### config.mk
export PLATFORM = sky130hd
export DESIGN_NAME = dma_burst_gen
export DESIGN_NICKNAME = d
export VERILOG_FILES = /design/src/rtl/dma_burst_pkg.sv /design/src/rtl/dma_burst_calc.sv /design/src/rtl/dma_burst_gen.sv
export SDC_FILE = /design/constraint.sdc
export NUM_CORES = 1
export LEC_CHECK = 0
export CORE_MARGIN = 2
export CORE_UTILIZATION = 40
export CTS_CLUSTER_DIAMETER = 40
export DETAILED_ROUTE_END_ITERATION = 10
export HOLD_SLACK_MARGIN = 0.15
export PLACE_DENSITY = 0.61
export SYNTH_ARGS = -nofsm -noshare
export SYNTH_HDL_FRONTEND = slang
export SYNTH_SLANG_ARGS = --single-unit
### constraint.sdc
create_clock -name clk -period 28.3 [get_ports clk]
set_input_delay 8.49 -clock clk [delete_from_list [all_inputs] [get_ports clk]]
set_output_delay 8.49 -clock clk [all_outputs]
set_load 0.01 [all_outputs]
### src/rtl/dma_burst_pkg.sv
// Shared state type, AXI burst encodings, page/FIXED limits and the strobe
// helper used by the dma_burst_gen burst splitter.
package dma_burst_pkg;

    typedef enum logic [1:0] {
        ST_IDLE,
        ST_ISSUE,
        ST_DRAIN
    } state_t;

    localparam logic [1:0] BURST_FIXED     = 2'd0;
    localparam logic [1:0] BURST_INCR      = 2'd1;
    localparam int         FIXED_MAX_BEATS = 16;
    localparam int         PAGE_BYTES      = 4096;

    // Sets lanes [lo, lo+cnt); callers truncate the result to their bus width.
    function automatic logic [63:0] strb_mask(input logic [6:0] lo, input logic [6:0] cnt);
        logic [63:0] m;
        logic [7:0]  hi;
        hi = {1'b0, lo} + {1'b0, cnt};
        for (int i = 0; i < 64; i++)
            m[i] = (8'(i) >= {1'b0, lo}) && (8'(i) < hi);
        return m;
    endfunction

endpackage

### src/rtl/dma_burst_calc.sv
// Combinational sizing of the next AXI burst: beat count, byte strobe and the
// number of descriptor bytes the burst consumes.
module dma_burst_calc
    import dma_burst_pkg::*;
#(
    parameter int DATA_BYTES = 4,
    parameter int LEN_W      = 32
) (
    input  logic [11:0]           addr_lo,
    input  logic [LEN_W-1:0]      bytes,
    input  logic                  fixed_mode,
    input  logic [7:0]            maxb,
    output logic [7:0]            len,
    output logic [DATA_BYTES-1:0] strb,
    output logic [LEN_W-1:0]      xfer
);

    localparam int OFF_W = $clog2(DATA_BYTES);
    localparam int CW    = (LEN_W > 16) ? LEN_W : 16;

    logic [OFF_W-1:0] off;
    logic [CW-1:0]    bytes_w;
    logic [CW-1:0]    words;
    logic [CW-1:0]    page_beats;
    logic [CW-1:0]    beats;
    logic [CW-1:0]    head;
    logic [CW-1:0]    part;

    assign off     = addr_lo[OFF_W-1:0];
    assign bytes_w = CW'(bytes);

    // Partial head/tail beats are single-beat; otherwise take the tightest cap.
    always_comb begin
        words      = bytes_w >> OFF_W;
        page_beats = (CW'(PAGE_BYTES) - CW'(addr_lo)) >> OFF_W;
        beats      = words;
        if (beats > CW'(maxb) + CW'(1))
            beats = CW'(maxb) + CW'(1);
        if (beats > page_beats)
            beats = page_beats;
        if (fixed_mode && beats > CW'(FIXED_MAX_BEATS))
            beats = CW'(FIXED_MAX_BEATS);

        head = CW'(DATA_BYTES) - CW'(off);
        part = bytes_w;
        if (off != '0 && head < bytes_w)
            part = head;

        len  = '0;
        strb = '1;
        xfer = LEN_W'(beats << OFF_W);
        if (off != '0 || bytes_w < CW'(DATA_BYTES)) begin
            strb = DATA_BYTES'(strb_mask(7'(off), 7'(part)));
            xfer = LEN_W'(part);
        end else begin
            len = 8'(beats - CW'(1));
        end
    end

endmodule

### src/rtl/dma_burst_gen.sv
// DMA AXI burst generator: splits one descriptor into legal address requests
// with outstanding-burst limiting. Define DMA_BURST_PERF_EN for perf counters.
module dma_burst_gen
    import dma_burst_pkg::*;
#(
    parameter int  DATA_BYTES = 4,
    parameter int  ADDR_W     = 32,
    parameter int  LEN_W      = 32,
    parameter int  N_CH       = 8,
    parameter int  MAX_OUTST  = 4,
    localparam int CH_W       = (N_CH > 1) ? $clog2(N_CH) : 1
) (
    input  logic                  clk,
    input  logic                  rst,
    input  logic                  start_valid_i,
    output logic                  start_ready_o,
    input  logic [CH_W-1:0]       start_ch_i,
    input  logic [ADDR_W-1:0]     desc_addr_i,
    input  logic [LEN_W-1:0]      desc_bytes_i,
    input  logic                  desc_fixed_i,
    input  logic [7:0]            maxb_i,
    input  logic                  abort_i,
    output logic                  req_valid_o,
    input  logic                  req_ready_i,
    output logic [ADDR_W-1:0]     req_addr_o,
    output logic [7:0]            req_len_o,
    output logic [2:0]            req_size_o,
    output logic [1:0]            req_burst_o,
    output logic [DATA_BYTES-1:0] req_strb_o,
    output logic [CH_W-1:0]       req_ch_o,
    input  logic                  resp_valid_i,
    output logic                  busy_o,
    output logic                  done_o,
`ifdef DMA_BURST_PERF_EN
    output logic [31:0]           perf_bursts_o,
    output logic [LEN_W-1:0]      perf_bytes_o,
`endif
    output logic                  aborted_o
);

    localparam int OFF_W = $clog2(DATA_BYTES);

    state_t            state, state_next;
    logic [ADDR_W-1:0] cur_addr;
    logic [LEN_W-1:0]  rem_bytes;
    logic              fixed_q;
    logic [CH_W-1:0]   ch_q;
    logic [3:0]        outst, outst_next;
    logic              aborted_q;

    logic              hs, accept, abort_hit, room, slot_free, load;
    logic [ADDR_W-1:0] calc_addr;
    logic [LEN_W-1:0]  calc_bytes;
    logic              calc_fixed;
    logic [CH_W-1:0]   calc_ch;
    logic [7:0]        c_len;
    logic [DATA_BYTES-1:0] c_strb;
    logic [LEN_W-1:0]  c_xfer;

    assign hs        = req_valid_o && req_ready_i;
    assign accept    = start_valid_i && start_ready_o;
    assign abort_hit = abort_i || aborted_q;
    assign slot_free = !req_valid_o || hs;
    assign room      = outst_next < 4'(MAX_OUTST);

    // The first burst is sized straight from the descriptor so it can be
    // registered on the same edge that accepts the job.
    assign calc_addr  = (state == ST_IDLE) ? desc_addr_i  : cur_addr;
    assign calc_bytes = (state == ST_IDLE) ? desc_bytes_i : rem_bytes;
    assign calc_fixed = (state == ST_IDLE) ? desc_fixed_i : fixed_q;
    assign calc_ch    = (state == ST_IDLE) ? start_ch_i   : ch_q;

    dma_burst_calc #(
        .DATA_BYTES (DATA_BYTES),
        .LEN_W      (LEN_W)
    ) u_calc (
        .addr_lo    (calc_addr[11:0]),
        .bytes      (calc_bytes),
        .fixed_mode (calc_fixed),
        .maxb       (maxb_i),
        .len        (c_len),
        .strb       (c_strb),
        .xfer       (c_xfer)
    );

    always_comb begin
        outst_next = outst;
        if (hs && !resp_valid_i)
            outst_next = outst + 4'd1;
        else if (!hs && resp_valid_i && outst != '0)
            outst_next = outst - 4'd1;
    end

    always_ff @(posedge clk) begin
        if (rst)
            state <= ST_IDLE;
        else
            state <= state_next;
    end

    always_comb begin
        state_next    = state;
        load          = 1'b0;
        start_ready_o = 1'b0;
        busy_o        = 1'b0;
        case (state)
            ST_IDLE: begin
                start_ready_o = !done_o;
                if (start_valid_i && !done_o) begin
                    state_next = (desc_bytes_i == '0) ? ST_DRAIN : ST_ISSUE;
                    load       = (desc_bytes_i != '0) && room;
                end
            end
            ST_ISSUE: begin
                busy_o = 1'b1;
                if (slot_free && (rem_bytes == '0 || abort_hit))
                    state_next = ST_DRAIN;
                else if (slot_free && room)
                    load = 1'b1;
            end
            ST_DRAIN: begin
                busy_o = 1'b1;
                if (outst == '0)
                    state_next = ST_IDLE;
            end
            default: state_next = ST_IDLE;
        endcase
    end

    // The job pointer is advanced when a burst is loaded, so it always names
    // the burst after the one currently presented.
    always_ff @(posedge clk) begin
        if (rst) begin
            cur_addr    <= '0;
            rem_bytes   <= '0;
            fixed_q     <= 1'b0;
            ch_q        <= '0;
            outst       <= '0;
            aborted_q   <= 1'b0;
            done_o      <= 1'b0;
            aborted_o   <= 1'b0;
            req_valid_o <= 1'b0;
            req_addr_o  <= '0;
            req_len_o   <= '0;
            req_size_o  <= '0;
            req_burst_o <= '0;
            req_strb_o  <= '0;
            req_ch_o    <= '0;
        end else begin
            outst     <= outst_next;
            done_o    <= (state == ST_DRAIN) && (outst == '0);
            aborted_o <= (state == ST_DRAIN) && (outst == '0) && (aborted_q || abort_i);
            if (accept) begin
                cur_addr  <= desc_addr_i;
                rem_bytes <= desc_bytes_i;
                fixed_q   <= desc_fixed_i;
                ch_q      <= start_ch_i;
                aborted_q <= 1'b0;
            end else if (state != ST_IDLE && abort_i) begin
                aborted_q <= 1'b1;
            end
            if (load) begin
                req_valid_o <= 1'b1;
                req_addr_o  <= {calc_addr[ADDR_W-1:OFF_W], {OFF_W{1'b0}}};
                req_len_o   <= c_len;
                req_size_o  <= 3'(OFF_W);
                req_burst_o <= calc_fixed ? BURST_FIXED : BURST_INCR;
                req_strb_o  <= c_strb;
                req_ch_o    <= calc_ch;
                cur_addr    <= calc_fixed ? calc_addr : calc_addr + ADDR_W'(c_xfer);
                rem_bytes   <= calc_bytes - c_xfer;
            end else if (hs) begin
                req_valid_o <= 1'b0;
            end
        end
    end

`ifdef DMA_BURST_PERF_EN
    logic [LEN_W-1:0] req_xfer;

    always_ff @(posedge clk) begin
        if (rst) begin
            req_xfer      <= '0;
            perf_bursts_o <= '0;
            perf_bytes_o  <= '0;
        end else begin
            if (load)
                req_xfer <= c_xfer;
            if (hs) begin
                perf_bursts_o <= perf_bursts_o + 32'd1;
                perf_bytes_o  <= perf_bytes_o + req_xfer;
            end
        end
    end
`endif

endmodule

# Yosys cells after proc, flatten, opt, wreduce, memory -nomap -nowiden
# Index checks and enable logic that the tools add are counted.
[word_totals]
regBits = 126
n_memories = 0
ram_bits = 0
mem_bits_ro = 0
latch_bits = 0
[classes]
addsub = 9
n_mux = 32
div_mod_pow = 0
bitwise = 0
eq_ne = 5
order_cmp = 13
n_shift = 0
n_mul = 0
n_reduce_logical = 38
[op_table]
columns = ["cell", "count"]
rows = [
  ["$mux W32", 9],
  ["$mux W30", 3],
  ["$logic_not A32 Y1", 2],
  ["$add A32 B32 Y32", 1],
  ["$gt A30 B32 Y1", 1],
  ["$gt A32 B30 Y1", 1],
  ["$gt A32 B5 Y1 const B", 1],
  ["$lt A32 B3 Y1 const B", 1],
  ["$lt A32 B32 Y1", 1],
  ["$reduce_bool A32 Y1", 1],
  ["$sub A32 B32 Y32", 1],
  ["$logic_and A1 B1 Y1", 17],
  ["$lt A1 B8 Y1 const A", 2],
  ["$lt A2 B8 Y1 const A", 2],
  ["$sub A13 B12 Y14 const A", 1],
  ["$mux W4", 3],
  ["$add A8 B1 Y9 const B", 1],
  ["$mux W1", 9],
  ["$add A2 B7 Y8", 1],
  ["$mux W2", 4],
  ["$mux W8", 1],
  ["$reduce_bool A2 Y1", 4],
  ["$sub A8 B1 Y8 const B", 1],
  ["$pmux W2 S3", 1],
  ["other kinds (19)", 28],
]

# Logic depth before layout (Yosys ltp)
# Gate-level depths: netlist (run 1).
[logic_depth]
depth_word = 13
depth_mapped = 42
depth_no_buf = 34

# Modules after synthesis
# From an unflattened synthesis (run 1), not the netlist that was laid out.
[hier_totals]
hier_cells = 1541
hier_area_um2 = 11753.8
[by_module_without_submodules]
columns = ["module", "cells_per_inst", "seq_area_each_um2", "instances", "area_per_inst_um2"]
rows = [
  ["dma_burst_gen", 1241, 2502.4, 1, 9674.3],
  ["dma_burst_calc", 300, 0.0, 1, 2079.5],
]

# Worst setup path before layout (run 1)
# OpenSTA, ideal clock, no wires.
[synth_path]
path_type = "input-to-reg"
start = "input maxb_i[1]"
end = "register rem_bytes[27]"
path_slack_ns = 12.859
required_ns = 28.209
t_arrival_ns = 15.350
cell_stages = 35
cell_sequence = "and3_1 nand3_1 or2_2 xor2_1 ha_1 a211oi_1 o21ai_0 o21ai_1 nand2_4 buf_2 nor2_1 a21oi_1 ha_1 nor2b_1 o211ai_1 a21oi_1 o21ai_1 clkbuf_1 nor2_1 a311oi_2 nand4_2 a21oi_4 nand3_4 buf_6 or2_1 ha_1 or3_1 o311ai_1 a211oi_1 a211o_1 a41oi_1 a221o_1 o21bai_1 mux2i_1 a311oi_1"
[synth_between]
elab_chain_len = 11
[synth_lines]
columns = ["element", "line_no", "source"]
rows = [
  ["start: declaration", "dma_burst_gen.sv:21", "input logic [7:0] maxb_i,"],
  ["$add A8 B1 Y9 (*)", "dma_burst_calc.sv:37, dma_burst_calc.sv:38", ""],
  ["$gt A30 B32 Y1", "dma_burst_calc.sv:37", "if (beats > CW'(maxb) + CW'(1))"],
  ["$mux W30 (*)", "dma_burst_calc.sv:37", ""],
  ["$gt A32 B30 Y1", "dma_burst_calc.sv:39", "if (beats > page_beats)"],
  ["$mux W30 (*)", "dma_burst_calc.sv:39", ""],
  ["$gt A32 B5 Y1", "dma_burst_calc.sv:41", "if (fixed_mode && beats > CW'(FIXED_MAX_BEATS))"],
  ["$logic_and A1 B1 Y1", "dma_burst_calc.sv:41", ""],
  ["$mux W30 (*)", "dma_burst_calc.sv:41", ""],
  ["$mux W32 (*)", "dma_burst_calc.sv:52", "if (off != '0 || bytes_w < CW'(DATA_BYTES)) begin"],
  ["$sub A32 B32 Y32 (*)", "dma_burst_gen.sv:171", "rem_bytes <= calc_bytes - c_xfer;"],
  ["$mux W32 (*)", "dma_burst_gen.sv:162", "if (load) begin"],
  ["end signal: assignment", "dma_burst_gen.sv:155", "rem_bytes <= desc_bytes_i;"],
  ["end signal: assignment", "dma_burst_gen.sv:171", ""],
  ["end: declaration", "dma_burst_gen.sv:45", "logic [LEN_W-1:0] rem_bytes;"],
]
# Mark *: on every way between the ends. The rest lies on a longest branch, timed or not.
# A chain may end at the register's enable or synchronous reset.

# Worst setup path after layout (run 1)
[layout_path]
start = "input maxb_i[0]"
end = "register cur_addr[26]"
[layout_between]
elab_chain_len = 12
[layout_lines]
columns = ["element", "line_no", "source"]
rows = [
  ["$add A8 B1 Y9 (*)", "dma_burst_calc.sv:37, dma_burst_calc.sv:38", ""],
  ["$gt A30 B32 Y1", "dma_burst_calc.sv:37", ""],
  ["$mux W30 (*)", "dma_burst_calc.sv:37", ""],
  ["$gt A32 B30 Y1", "dma_burst_calc.sv:39", ""],
  ["$mux W30 (*)", "dma_burst_calc.sv:39", ""],
  ["$gt A32 B5 Y1", "dma_burst_calc.sv:41", ""],
  ["$logic_and A1 B1 Y1", "dma_burst_calc.sv:41", ""],
  ["$mux W30 (*)", "dma_burst_calc.sv:41", ""],
  ["$mux W32 (*)", "dma_burst_calc.sv:52", ""],
  ["$add A32 B32 Y32 (*)", "dma_burst_gen.sv:170", "cur_addr <= calc_fixed ? calc_addr : calc_addr + ADDR_W'(c_xfer);"],
  ["$mux W32 (*)", "dma_burst_gen.sv:170", ""],
  ["$mux W32 (*)", "dma_burst_gen.sv:162", ""],
  ["end signal: assignment", "dma_burst_gen.sv:154", "cur_addr <= desc_addr_i;"],
  ["end signal: assignment", "dma_burst_gen.sv:170", ""],
  ["end: declaration", "dma_burst_gen.sv:44", "logic [ADDR_W-1:0] cur_addr;"],
]
# Marked as above.

==> results.txt, run 1 <==
NetSw - 782 uW
Top cell type's share of synthesized area - 0.227
Syn. warnings - 0
First-pass GRT wire length - 55.4 mm
RSZ-0062 raised after global routing - no
Core area - 0.0270 mm^2
Clock skew - 0.0158 ns
Area Growth Syn to Fin - 20.4%
DP Cell Count - 1887
Placer Congestion - 0.906
Starting density of the core - 0.408
Tot GR Track Use - 0.240
Initial antenna violation count - 0
WL final - 34.7 mm
Detailed-placement wirelength estimate - 25.1 mm
Number of global-route vias before repair - 10500
Worst hold path type - flip-flop to flip-flop
Sequential Area - 0.00250 mm^2
Antenna cells - 0
Register area share after synthesis - 0.227
Post-CTS Hold Fix Bufs - 0
Number of distinct library cells after synthesis - 87
Mapped Area - 0.0110 mm^2
Final Instance Count excl. Fillers - 1918
Setup TNS - 0 ns
Clock share of power - 0.141
Fin crit period - 16.75 ns
Clk root buf - clkbuf_16
Fillers - 2653
Final hold vios - 0
Max Cap Violations - 0
H-Tree Depth - 4
Slew margin rel. - 0.399
Number of port buffers - 133
DIE WIDTH - 170 um
Status - complete, no violations
WHS - 0.452 ns
Placed Area - 0.0127 mm^2
Fin crit share - 0.592
DRT Pass-1 Iters - 5
Worst skew pair latency - 0.44 ns
CP most frequent cell - o21ai_1
Flop pwr share - 0.173
Slowest CP cell - clkdlybuf4s50_1
Largest net degree at the start of global routing - 80
P_leak - 5.50 nW
Yosys top cell by area - dfxtp_1
Required @ worst endpoint - 28.57 ns
Clk sinks - 125
Yosys reg bits - 125
Avg WL per Cell - 18.1 um
Max VDD drop - 0.0618 mV
Layout net count - 1745
Commonest cells in the netlist - 204 x nand2_1, 154 x nor2_1, 125 x dfxtp_1
Worst-margin pin slew - 0.902 ns
Vias per Instance - 5.71
Delay of the slowest critical-path stage - 0.59 ns
Max Clock Freq - 59.7 MHz
Post-CTS repair timing setup buffer count - 0
Synth async-reset ratio - 0
Worst setup margin - 11.55 ns
Post-synthesis cell count - 1441
Core Rows - 60
Finished Core Util - 0.491
Startpoint types - primary input
Combinational share of power - 0.686
DRT antenna net count - 0
Avg Synthesized Cell Area - 7.65 um^2
Critical path arrival - 17.02 ns
Die ar. - 0.0289 mm^2
TritonCTS clock tree - built
Top FF cell, synth - dfxtp_1
Die Y - 170 um
Finished Cell Area - 0.0133 mm^2
Overall Power - 1.57 mW
WS Path Type - primary input to flip-flop
Clk pin slew, worst setup/hold paths - 0.07 ns
Num ports - 139
Worst slack, placed - 11.25 ns
Post-CTS sizing - 0
Area of the multi-input gates - 0.00820 mm^2
Post-synth EDFFs - 0
PwrDens - 119 mW/mm^2
Switching Fraction - 0.497
Most used standard cell by instance count after synthesis - nand2_1
Clk buf depth - 2
Share of cells above drive strength 1 - 0.0723
Total number of vias - 11000
Initial DRC Count - 677
Drc violations - 0
Max Slew Vio Count - 0
Setup Viol. Count Final - 0
Top cells by area, synth - dfxtp_1 23%, ha_1 11%, nand2_1 6.9%
Overflow after GRT - 0
Internal - 792 uW
Crit Path Max Fanout - 20
Setup crit end kind - flip-flop
CTS buffer count - 17
==> state kept, by name, indices dropped and copies added (netlist names) <==
| register | cells |
|---|---|
| cur_addr | 32 |
| rem_bytes | 32 |
| req_addr_o | 30 |
| req_len_o | 8 |
| outst | 4 |
| req_strb_o | 4 |
| ch_q | 3 |
| req_ch_o | 3 |
| state | 2 |
| aborted_o | 1 |
| aborted_q | 1 |
| done_o | 1 |
| fixed_q | 1 |
| req_burst_o | 1 |
| req_size_o | 1 |
| req_valid_o | 1 |
==> routing by layer <==
metal  vias to the layer above  part of all wire  GRT usage
met4                         0             0.017     0.0591
met5                         -                 0          0
met3                        35             0.044     0.0377
li1                       5490                 -          -
met1                      5186              0.46      0.314
met2                       242              0.48      0.412
==> cells by family after synthesis <==
group	after synthesis	synth area share
AND/OR/NAND/NOR	567	0.240
multiplexers	84	0.0810
buffers and inverters	127	0.0478
XOR/XNOR	67	0.0533
AO/OA/AOI/OAI	371	0.237
other	2	0.000682
flip-flops	125	0.227
adder cells (fa/ha/maj)	98	0.113
==> final cells by class <==
class / instances / area share
Multi-Input combinational cell: 1230 / 0.618
Inverter: 48 / 0.0136
Timing Repair Buffer: 143 / 0.106
Tap cell: 341 / 0.0322
Sequential cell: 125 / 0.189
Clock buffer: 17 / 0.0321
Clock inverter: 14 / 0.0101
==> power groups by stage <==
stage,Clock (mW),Sequential [mW],Combinational (mW)
after floorplan,0,0.276,0.790
after global placement,0,0.274,1.06
after detailed placement,0,0.275,1.07
after CTS,0.225,0.272,1.07
after global routing,0.233,0.279,1.20
final,0.222,0.272,1.08
==> worst paths after layout <==
kind                            cells after the start         start      endpoint  slack [ns]
worst max register to register                     31      state[0]  cur_addr[26]       18.83
worst min register to register                      2  req_len_o[6]  req_len_o[6]        0.45
worst min-delay path                                2  req_len_o[6]  req_len_o[6]        0.45
worst max-delay path                               34     maxb_i[0]  cur_addr[26]       11.55
==> critical path: cells and delay by family <==
family,cells,cell delay [ns]
xor gates and xnor gates,1,0.20
AOI/OAI and AO/OA,20,4.91
adders and majority gates,3,0.83
buffers and inverters,2,0.88
and+or+nand+nor,8,1.66
==> cell usage in the layout, fill, tap and decap left out, types with 5 or more instances in the layout <==
cell             count
a211o_1              5
a211oi_1            42
a21o_1              28
a21oi_1             96
a221oi_1             6
a311oi_1            47
a31oi_1             14
and2_1              12
and3_1              20
buf_4               11
clkbuf_16           17
clkdlybuf4s50_1    132
conb_1              43
dfxtp_1            125
ha_1                94
inv_1               43
inv_6                5
mux2_2              38
mux2i_1             42
nand2_1            203
nand2b_1            20
nand3_1             28
nand4_1             14
nor2_1             153
nor2b_1              9
nor3_1              43
nor4_1              19
o211ai_1             8
o21a_1              12
o21ai_0             30
o21ai_1             17
o21bai_1             8
o311ai_1             5
o31ai_1              5
or2_1                7
or2_2                5
or3_1                9
xnor2_1             39
xor2_1              28
(Power assumes the default switching activity.)
==> inputs of run 2 (changes only) <==
==> constraint.sdc (replaced) <==
create_clock -name clk -period 16 [get_ports clk]
set_input_delay 4.8 -clock clk [delete_from_list [all_inputs] [get_ports clk]]
set_output_delay 4.8 -clock clk [all_outputs]
set_load 0.01 [all_outputs]
==> run 2 against run 1 <==
Effect of this change: sequential power is 77% higher; largest cell class unchanged; largest power group unchanged; critical path depth stayed put; utilization is 0.10 points higher; setup slack worse by 8.7 ns; first-iteration DRC count is 0.59% higher; final area is 0.21% higher; highest routed layer unchanged; critical endpoint is now cur_addr[28].
==> results.txt, run 2 (synthesized netlist as in run 1, its figures left out) <==
Status - complete, no violations (unchanged)
NetSw - 1.39 mW (was 782 uW)
Tot GR Track Use - 0.241 (was 0.240)
Number of port buffers - 133 (unchanged)
Share of cells above drive strength 1 - 0.0716 (was 0.0723)
Required @ worst endpoint - 16.26 ns (was 28.57 ns)
Final Instance Count excl. Fillers - 1919 (was 1918)
Initial antenna violation count - 0 (unchanged)
Detailed-placement wirelength estimate - 25.4 mm (was 25.1 mm)
Core Rows - 60 (unchanged)
Clock skew - 0.0172 ns (was 0.0158 ns)
Flop pwr share - 0.171 (was 0.173)
Delay of the slowest critical-path stage - 0.59 ns (about the same)
Overflow after GRT - 0 (unchanged)
R2r setup slk - 6.80 ns (was 18.83 ns)
Die Y - 170 um (unchanged)
Worst-margin pin slew - 0.913 ns (was 0.902 ns)
Area Growth Syn to Fin - 20.7% (was 20.4%)
Leading cell type in the layout, fill and taps excluded - nand2_1 (unchanged)
RSZ-0062 raised after global routing - no (unchanged)
Finished Cell Area - 0.0133 mm^2 (about the same)
Worst setup margin - 2.90 ns (was 11.55 ns)
Fillers - 2651 (was 2653)
PwrDens - 211 mW/mm^2 (was 119 mW/mm^2)
Largest regs - cur_addr x32, rem_bytes x32, req_addr_o x30 (unchanged)
Layout net count - 1745 (unchanged)
Startpoint types - primary input (unchanged)
TritonCTS clock tree - built (unchanged)
WL final - 35.1 mm (was 34.7 mm)
Drc violations - 0 (unchanged)
Clk pin slew, worst setup/hold paths - 0.06 ns (was 0.07 ns)
Switching Fraction - 0.495 (was 0.497)
DP Cell Count - 1887 (unchanged)
Worst Hold End - ch_q[1] (was req_len_o[6])
Num ports - 139 (unchanged)
Starting density of the core - 0.408 (unchanged)
H-Tree Depth - 4 (unchanged)
Worst skew pair latency - 0.44 ns (about the same)
Initial DRC Count - 681 (was 677)
FF-to-FF Start - state[0] (unchanged)
Antenna cells - 0 (unchanged)
Hold_sp - ch_q[1] (was req_len_o[6])
Max Slew Vio Count - 0 (unchanged)
CTS buffer count - 17 (unchanged)
Internal - 1.42 mW (was 792 uW)
Clk buf depth - 2 (unchanged)
Clock share of power - 0.145 (was 0.141)
Slew margin rel. - 0.386 (was 0.399)
Worst slack, placed - 2.68 ns (was 11.25 ns)
DRT antenna net count - 0 (unchanged)
Die ar. - 0.0289 mm^2 (unchanged)
Critical path arrival - 13.36 ns (was 17.02 ns)
Setup TNS - 0 ns (unchanged)
Fin crit period - 13.10 ns
First-pass GRT wire length - 56.1 mm (was 55.4 mm)
Post-CTS Hold Fix Bufs - 0 (unchanged)
Hold depth - 2 (unchanged)
Fin crit share - 0.819
Worst flop-to-flop path endpoint - cur_addr[28] (was cur_addr[26])
P_leak - 5.51 nW (was 5.50 nW)
Largest net degree at the start of global routing - 78 (was 80)
Placer Congestion - 0.913 (was 0.906)
Core area - 0.0270 mm^2 (unchanged)
Slowest CP cell - clkdlybuf4s50_1 (unchanged)
CP bufs+invs - 2 (unchanged)
Crit Path Max Fanout - 20 (unchanged)
Max Clock Freq - 76.3 MHz
DRT Pass-1 Iters - 5 (unchanged)
Post-CTS repair timing setup buffer count - 0 (unchanged)
Setup crit end kind - flip-flop (unchanged)
Avg WL per Cell - 18.3 um (was 18.1 um)
Post-CTS sizing - 0 (unchanged)
WS Path Type - primary input to flip-flop (unchanged)
Worst hold path type - flip-flop to flip-flop (unchanged)
WHS - 0.455 ns (was 0.452 ns)
Commonest non-fill, non-tap cells in the layout - 203 x nand2_1, 153 x nor2_1, 132 x clkdlybuf4s50_1, 125 x dfxtp_1, 96 x a21oi_1 (unchanged)
Clk root buf - clkbuf_16 (unchanged)
Max VDD drop - 0.104 mV (was 0.0618 mV)
Placed Area - 0.0127 mm^2 (unchanged)
Clk sinks - 125 (unchanged)
DIE WIDTH - 170 um (unchanged)
Total number of vias - 11100 (was 11000)
CP top delay family - compound AO/OA/AOI/OAI gates (unchanged)
Max Cap Violations - 0 (unchanged)
Setup Viol. Count Final - 0 (unchanged)
Vias per Instance - 5.79 (was 5.71)
Reg2reg path depth - 33 (was 31)
Combinational share of power - 0.683 (was 0.686)
Number of global-route vias before repair - 10800 (was 10500)
Final hold vios - 0 (unchanged)
## run 2: final cells by class
type / instances / area, um^2 / share of cell area
clock buffers: 19 / 433 / 0.0326
clock inverters: 13 / 154 / 0.0116
inverters: 48 / 180 / 0.0136
multi-input cells: 1230 / 8200 / 0.616
flip-flops and latches: 125 / 2500 / 0.188
well taps: 341 / 427 / 0.0321
repair buffers: 143 / 1400 / 0.106
## run 2: metal layers
layer,GRT usage,vias to the layer above,wire length [um]
li1,-,5486,-
met1,0.313,5332,16300
met2,0.413,247,16700
met3,0.0412,38,1480
met4,0.0673,0,676
met5,0,-,0
## run 2: worst max-delay path by stage
| stage | start | endpoint | slack, ns | cells after the start |
|---|---|---|---|---|
| 4_1_cts | maxb_i[0] | cur_addr[28] | 3.04 | 34 |
| 5_1_grt | maxb_i[0] | cur_addr[22] | 2.21 | 34 |
| 2_1_floorplan | maxb_i[1] | rem_bytes[27] | 4.25 | 35 |
| 3_3_place_gp | maxb_i[0] | cur_addr[28] | 2.82 | 34 |
| 3_5_place_dp | maxb_i[0] | cur_addr[28] | 2.68 | 34 |
| 6_report | maxb_i[0] | cur_addr[28] | 2.90 | 34 |
## run 2: power groups by stage
stage               registers (mW)  clock network, mW  logic [mW]
finish                       0.481              0.409        1.92
global route                 0.494              0.427        2.13
CTS                          0.481              0.413        1.91
detailed placement           0.486                  0        1.89
global placement             0.484                  0        1.88
floorplan                    0.488                  0        1.40
## run 2: stage by stage
stage / power [mW] / util
finish: 2.81 / 0.492
global route: 3.05 / 0.492
detailed placement: 2.38 / 0.470
floorplan: 1.88 / -
CTS: 2.80 / 0.492
global placement: 2.36 / 0.470
## run 2: worst min-delay path: cells and delay by family, from the launching register on
family | cells | cell delay (ns)
AO/OA/AOI/OAI | 1 | 0.05
AND/OR/NAND/NOR | 1 | 0.05
flip-flops | 1 | 0.31
==> inputs of run 3 (changes only) <==
--- a/config.mk
+++ b/config.mk
@@ -10,7 +10,7 @@
 export CTS_CLUSTER_DIAMETER = 40
 export DETAILED_ROUTE_END_ITERATION = 10
 export HOLD_SLACK_MARGIN = 0.15
-export PLACE_DENSITY = 0.61
+export PLACE_DENSITY = 0.63
 export SYNTH_ARGS = -nofsm -noshare
 export SYNTH_HDL_FRONTEND = slang
 export SYNTH_SLANG_ARGS = --single-unit
==> constraint.sdc (replaced) <==
create_clock -name clk -period 11.4 [get_ports clk]
set_input_delay 3.42 -clock clk [delete_from_list [all_inputs] [get_ports clk]]
set_output_delay 3.42 -clock clk [all_outputs]
set_load 0.01 [all_outputs]
==> run 3 against run 2 <==
Effect of this change: critical path depth down 2; count of clock-buffer cells in the layout down 2; setup slack worse by 2.5 ns; non-clock buffer count up 17; total power up 43%; via count down 0.15%; clock power up 45%; utilization up 0.84 points; critical path type unchanged; largest power group unchanged.
==> results.txt, run 3 (synthesized netlist as in run 1, its figures left out) <==
Status - complete, no violations (unchanged)
Placer Congestion - 0.913 (about the same)
Worst flop-to-flop path endpoint - rem_bytes[29] (was cur_addr[28])
Leading cell type in the layout, fill and taps excluded - nand2_1 (unchanged)
PwrDens - 298 mW/mm^2 (was 211 mW/mm^2)
Hold_sp - ch_q[1] (unchanged)
Max Clock Freq - 91.3 MHz
Setup TNS - 0 ns (unchanged)
Max Slew Vio Count - 0 (unchanged)
Total number of vias - 11100 (about the same)
Setup Viol. Count Final - 0 (unchanged)
Max Cap Violations - 0 (unchanged)
Layout net count - 1762 (was 1745)
Number of global-route vias before repair - 10600 (was 10800)
DRT antenna net count - 0 (unchanged)
Largest net degree at the start of global routing - 80 (was 78)
Delay of the slowest critical-path stage - 0.52 ns (was 0.59 ns)
FF-to-FF Start - state[0] (unchanged)
Startpoint types - primary input (unchanged)
Slowest CP cell - clkdlybuf4s50_1 (unchanged)
Die Y - 170 um (unchanged)
H-Tree Depth - 4 (unchanged)
Worst Hold End - ch_q[1] (unchanged)
Drc violations - 0 (unchanged)
Area Growth Syn to Fin - 22.7% (was 20.7%)
Max VDD drop - 0.127 mV (was 0.104 mV)
R2r setup slk - 2.79 ns (was 6.80 ns)
Clk pin slew, worst setup/hold paths - 0.07 ns (was 0.06 ns)
Fin crit period - 10.95 ns
WL final - 34.9 mm (was 35.1 mm)
Placed Area - 0.0128 mm^2 (was 0.0127 mm^2)
CTS buffer count - 17 (unchanged)
Vias per Instance - 5.73 (was 5.79)
Clock skew - 0.0149 ns (was 0.0172 ns)
Worst hold path type - flip-flop to flip-flop (unchanged)
P_leak - 5.63 nW (was 5.51 nW)
Core area - 0.0270 mm^2 (unchanged)
Overflow after GRT - 0 (unchanged)
Initial antenna violation count - 0 (unchanged)
Clk sinks - 125 (unchanged)
Starting density of the core - 0.408 (unchanged)
Detailed-placement wirelength estimate - 25.2 mm (was 25.4 mm)
Clk buf depth - 2 (unchanged)
Slew margin rel. - 0.371 (was 0.386)
RSZ-0062 raised after global routing - no (unchanged)
Commonest non-fill, non-tap cells in the layout - 203 x nand2_1, 153 x nor2_1, 132 x clkdlybuf4s50_1, 125 x dfxtp_1, 95 x a21oi_1 (was 203 x nand2_1, 153 x nor2_1, 132 x clkdlybuf4s50_1, 125 x dfxtp_1, 96 x a21oi_1)
Clk root buf - clkbuf_16 (unchanged)
Post-CTS Hold Fix Bufs - 0 (unchanged)
Setup crit end kind - flip-flop (unchanged)
Largest regs - cur_addr x32, rem_bytes x32, req_addr_o x30 (unchanged)
First-pass GRT wire length - 55.8 mm (was 56.1 mm)
WS Path Type - primary input to flip-flop (unchanged)
Worst slack, placed - -0.223 ns (was 2.68 ns)
Worst setup margin - 0.446 ns (was 2.90 ns)
Critical path arrival - 11.24 ns (was 13.36 ns)
Worst skew pair latency - 0.44 ns (about the same)
DIE WIDTH - 170 um (unchanged)
TritonCTS clock tree - built (unchanged)
Num ports - 139 (unchanged)
Required @ worst endpoint - 11.69 ns (was 16.26 ns)
Crit Path Max Fanout - 8 (was 20)
Die ar. - 0.0289 mm^2 (unchanged)
Hold depth - 2 (unchanged)
Finished Cell Area - 0.0135 mm^2 (was 0.0133 mm^2)
Fin crit share - 0.961
Initial DRC Count - 799 (was 681)
Share of cells above drive strength 1 - 0.0897 (was 0.0716)
Number of port buffers - 133 (unchanged)
Antenna cells - 0 (unchanged)
Tot GR Track Use - 0.241 (about the same)
Avg WL per Cell - 18.1 um (was 18.3 um)
Final hold vios - 0 (unchanged)
DRT Pass-1 Iters - 5 (unchanged)
Reg2reg path depth - 29 (was 33)
Worst-margin pin slew - 0.943 ns (was 0.913 ns)
Core Rows - 60 (unchanged)
run 3: worst max path at each step:
| stage | startpoint | end | cells past startpoint |
|---|---|---|---|
| final | maxb_i[0] | rem_bytes[29] | 32 |
| after global routing | maxb_i[0] | rem_bytes[24] | 33 |
| after CTS | maxb_i[0] | rem_bytes[29] | 33 |
| after detailed placement | maxb_i[0] | rem_bytes[29] | 33 |
| after global placement | maxb_i[0] | rem_bytes[29] | 33 |
| after floorplan | maxb_i[1] | rem_bytes[27] | 35 |
run 3: area by class of cell:
class | count | area [um^2]
clock buffer | 17 | 425
clock inverter | 15 | 195
fill | 2648 | 13500
inverter | 48 | 180
multi-input combinational | 1230 | 8250
sequential | 125 | 2500
tap | 341 | 427
timing repair buffer | 160 | 1540
run 3: routing by layer:
metal / GRT usage / wire length (um) / vias to the layer above
met5: 0 / 0 / -
met4: 0.0557 / 529 / 0
met3: 0.0428 / 1670 / 35
met2: 0.422 / 16800 / 269
met1: 0.309 / 15900 / 5258
li1: - / - / 5524
run 3: critical path, delay by kind of cell:
family          cells  cell delay, ns
xor+xnor            1            0.22
fa+ha+maj           3            0.91
mux                 1            0.19
compound gates     18            4.22
simple gates        7            1.58
buf+inv             2            0.68
run 3: repair_timing:
action	CTS	global route
endpoints found under the setup margin	0	23
hold endpoints to repair	0	0
gates resized for setup	0	11
setup buffers	0	3
run 3: stage by stage:
step | power [mW] | utilization | hold WS [ns] | instances
floorplan | 2.65 | - | 0.436 | 1482
global placement | 3.34 | 0.475 | 0.442 | 1901
detailed placement | 3.37 | 0.475 | 0.454 | 1901
CTS | 3.99 | 0.498 | 0.464 | 1933
global route | 4.39 | 0.500 | 0.481 | 1936
finish | 4.03 | 0.500 | 0.459 | 1936
run 3: report_power, final:
part | total, mW | internal [mW] | switching (mW)
clock network | 0.595 | 0.336 | 0.259
logic | 2.76 | 1.13 | 1.64
registers | 0.676 | 0.586 | 0.0898
